`src/rtl/parallel_serial.sv`:
```
// parallel_serial: MSB-first 8-bit serializer for the serial link.
// Sends a COM preamble after reset, then data words or COM idle fill.
module parallel_serial #(
  parameter logic [7:0] COM_SYMBOL = 8'hBC,
  parameter int         N_SYNC     = 4
) (
  input  logic       clk_32f,
  input  logic       reset,
  input  logic [7:0] Data_in,
  input  logic       valid_in,
  output logic       ready_out,
  output logic       Data_out
);

  typedef enum logic {
    SYNC,
    ACTIVE
  } state_t;

  localparam logic [3:0] SYNC_LAST = 4'(N_SYNC - 1);

  state_t     state;
  logic [2:0] bit_cnt;
  logic [7:0] shreg;
  logic [3:0] sync_cnt;
  logic       load;

  assign load = (bit_cnt == 3'd7);

  // Symbol framing: load a fresh symbol every 8th edge, shift otherwise.
  always_ff @(posedge clk_32f or negedge reset) begin
    if (!reset) begin
      state    <= SYNC;
      bit_cnt  <= 3'd7;
      shreg    <= 8'h00;
      sync_cnt <= 4'd0;
    end else if (load) begin
      bit_cnt <= 3'd0;
      unique case (state)
        SYNC: begin
          shreg    <= COM_SYMBOL;
          sync_cnt <= sync_cnt + 4'd1;
          if (sync_cnt == SYNC_LAST)
            state <= ACTIVE;
        end
        ACTIVE: begin
          shreg <= valid_in ? Data_in : COM_SYMBOL;
        end
        default: begin
          state <= SYNC;
        end
      endcase
    end else begin
      shreg   <= {shreg[6:0], 1'b0};
      bit_cnt <= bit_cnt + 3'd1;
    end
  end

  assign Data_out  = shreg[7];
  assign ready_out = reset & (state == ACTIVE) & load;

endmodule

```
`config.mk`:
```
export PLATFORM = sky130hd
export DESIGN_NAME = parallel_serial
export DESIGN_NICKNAME = d
export VERILOG_FILES = /design/src/rtl/parallel_serial.sv
export SDC_FILE = /design/constraint.sdc
export NUM_CORES = 1
export LEC_CHECK = 0
export CAP_MARGIN = 20
export CORE_MARGIN = 2
export CORE_UTILIZATION = 24
export DETAILED_ROUTE_END_ITERATION = 10
export PLACE_DENSITY = 0.45
export SYNTH_ARGS = -nofsm -noshare
export SYNTH_HDL_FRONTEND = slang
export SYNTH_SLANG_ARGS = --single-unit
export TNS_END_PERCENT = 100
```
`constraint.sdc`:
```
create_clock -name clk_32f -period 1.37 [get_ports clk_32f]
set_input_delay 0.274 -clock clk_32f [delete_from_list [all_inputs] [get_ports clk_32f]]
set_output_delay 0.274 -clock clk_32f [all_outputs]
set_load 0.01 [all_outputs]
```
==> results.ini <==
[clocking]
cts_tree = yes
cts_sinks = 16
cts_made_buffers = 3
path_clk_slew_ps = 100
clockBufferDepth = 2
clk_latency_ps = 290
clockRootBuffer = clkbuf_4
cts_max_level = 1

[synth]
synth_cell_types = 17
synthCells = 57
synth_edf_count = 0
avgSynthCellArea_um2 = 11.5
ys_seq_area_share_pct = 61.6
synth_top_cell_by_area = dfrtp_1
synth_area_um2 = 656
synthMuxAreaShare_pct = 2.29
synth_top_family_by_area = simple AND/OR/NAND/NOR gates
synth_warnings = 0
yosys.area_share.simple_pct = 13.7
yosys_register_bits = 16
synth_flop_cell = dfrtp_1
synth_xor_area_share_pct = 4.01
yosys-top-cells-count = dfrtp_1 (13), nor2_1 (13), a21oi_1 (5), nand2_1 (5), ha_1 (4)
synthAdderAreaFrac_pct = 7.63
syn-num-nets = 72
async_flop_share_pct = 100
synth_compound_area_share_pct = 7.06
synthTopCellsByArea = dfrtp_1 (50%), dfstp_2 (12%), ha_1 (7.6%)
synth_top_area_share_pct = 49.6

[global_routing]
grt_pass1_wl_um = 2010
grt_pass1_vias = 455
met1_usage_pct = 9.78
busiest_layer = met2
use_met2_pct = 12.9
grt_max_degree = 17
antenna_found_initial = 0
grt_use_total_pct = 8.29
grt-ovfl-total = 0
grt_use_met3_pct = 4.84

[sta]
setup_violations = 5
fmax_ghz = 0.610
finClkSkew_ps = 5.12
tightest_slew_ps = 267
finalHoldViolations = 0
slew_violations = 0
rsz0062_at_grt = yes
period_share_pct = 120
fin_crit_ps = 1640
setup_ws_ps = -270
slew_headroom_pct = 82.2

[power]
p_int_w = 0.000679
power_switching_share_pct = 20.7
p_comb_share_pct = 6.9
p_leak_nw = 0.437
powerDensity_nw_per_um2 = 877
p_total_w = 0.000856
sequentialPowerShare_pct = 56.7
vdd_drop_max_uv = 616
pwr-share-clk_pct = 36.5
p_sw_w = 0.000177

[setup_path]
crit_path_max_incr_delay_ps = 560
critPathArrivalTime_ps = 1370
cp_cell_sequence = ha_4 -> ha_4 -> and3_4 -> buf_6
critPathSlowestCell = dfstp_2
start_kind = flip-flop
regToRegSetupSlack_ps = -200
end_kind = output pin
crit_fanout = 2
worst_ep_required_time_ps = 1100
reg2reg_to = sync_cnt[1]$_DFFE_PN0P_
path_class = reg -> out
r2r_start = bit_cnt[1]$_DFF_PN1_
rr_worst_depth = 5
cp_common_cell = ha_4

[floorplan]
dieArea_um2 = 3170
io_pins = 13
chipWidth_um = 56.3
coreArea_um2 = 2520
die_h_um = 56.3
rows = 18
start_util_pct = 26.0

[run_status]
outcome = complete, but fails checks
violations = negative setup slack

[routing]
drc = 0
wl_um = 1240
wl_per_cell_um = 11.3
vias = 466
dr.pass1.iters = 3
ant_nets = 0
via_per_inst = 4.24
drt-initial-drc-count = 6

[run]
max_cap_violations = 0

[cells_and_area]
syn_to_final_growth_pct = 48.9
final_util_pct = 38.7
nNetsFinal = 96
final_area_um2 = 976
drive_gt1_share_pct = 31.3
diodes = 0

[placement]
post_dp_cell_area_um2 = 867
io_buffers = 12
routabilityCongestion = 0.684
dp_hpwl_um = 827

[min_path]
hp-class = in -> async

routing by layer:
metal | part of all wire (%) | up-vias
met4 | 0 | 0
met3 | 8.7 | 0
met1 | 44 | 219
met5 | 0 | -
li1 | - | 234
met2 | 47 | 13
power by group through the flow:
stage	registers, W	clock network (W)	logic, W
after floorplan	0.000495	0	0.0000133
after global placement	0.000494	0	0.0000616
after detailed placement	0.000494	0	0.0000616
after CTS	0.000485	0.000325	0.0000611
after global routing	0.000486	0.000344	0.0000665
final	0.000485	0.000312	0.0000587
sequential cells by signal (all words and copies together), names as in the netlist:
signal    flops
bit_cnt       3
sync_cnt      4
state         1
shreg         8
placed cells by master, fill, tap and decap left out:
cell              n
xor2_1            1
nand2_2           1
dfrtp_1          13
ha_4              3
clkbuf_8          1
ha_1              1
a31o_2            1
nand2_1           4
nor2_1           13
dlygate4sd2_1     1
mux2_4            1
buf_4             7
buf_6             1
clkbuf_4          3
buf_12            1
inv_1             2
xnor2_1           2
dfstp_2           3
nand4_1           1
o22ai_1           2
clkbuf_16         1
a21oi_1           5
and3_4            1
and2b_4           1
clkdlybuf4s50_1  10
logic make-up after synthesis:
| logic type | Yosys count |
|---|---|
| buffers and inverters | 4 |
| adders and majority gates | 4 |
| DFF | 16 |
| xor gates and xnor gates | 3 |
| AOI/OAI and AO/OA | 8 |
| muxes | 1 |
| and+or+nand+nor | 21 |
how the worst max path moves through the flow:
stage	from	to	depth (start not counted)
4_1_cts	bit_cnt[0]$_DFF_PN1_	ready_out	4
3_5_place_dp	bit_cnt[1]$_DFF_PN1_	ready_out	4
5_1_grt	bit_cnt[0]$_DFF_PN1_	ready_out	4
3_3_place_gp	bit_cnt[0]$_DFF_PN1_	ready_out	4
2_1_floorplan	bit_cnt[1]$_DFF_PN1_	sync_cnt[1]$_DFFE_PN0P_	5
6_report	bit_cnt[1]$_DFF_PN1_	ready_out	4
cell type report:
| cell class | count | area (um^2) |
|---|---|---|
| tap | 30 | 37.5 |
| fill | 274 | 1550 |
| inverter | 2 | 7.51 |
| sequential | 16 | 404 |
| clock buffer | 4 | 36.3 |
| timing repair buffer | 21 | 218 |
| multi-input combinational | 37 | 273 |
what timing repair did:
item,in CTS,in global routing
hold buffers,0,0
hold endpoints to repair,0,0
pin swaps,1,2
buffers inserted,1,3
setup endpoints to repair,3,12
gates cloned,0,1
gates resized for setup,10,4
worst max-delay path, delay by kind of cell (launching register included):
family | cells | cell delay, ps
buffers and inverters | 1 | 90
flip-flops | 1 | 560
AND/OR/NAND/NOR | 1 | 170
adder cells (fa/ha/maj) | 2 | 260
through the flow:
step / hold slack (ps) / setup slack (ps) / TNS (ps) / instances
6_report: 351 / -270 / -764 / 110
5_1_grt: 397 / -323 / -1140 / 110
4_1_cts: 360 / -295 / -630 / 108
3_5_place_dp: 478 / -395 / -410 / 103
3_3_place_gp: 467 / -393 / -403 / 103
2_1_floorplan: -21.6 / -86.6 / -101 / 57
(Power assumes the default switching activity.)
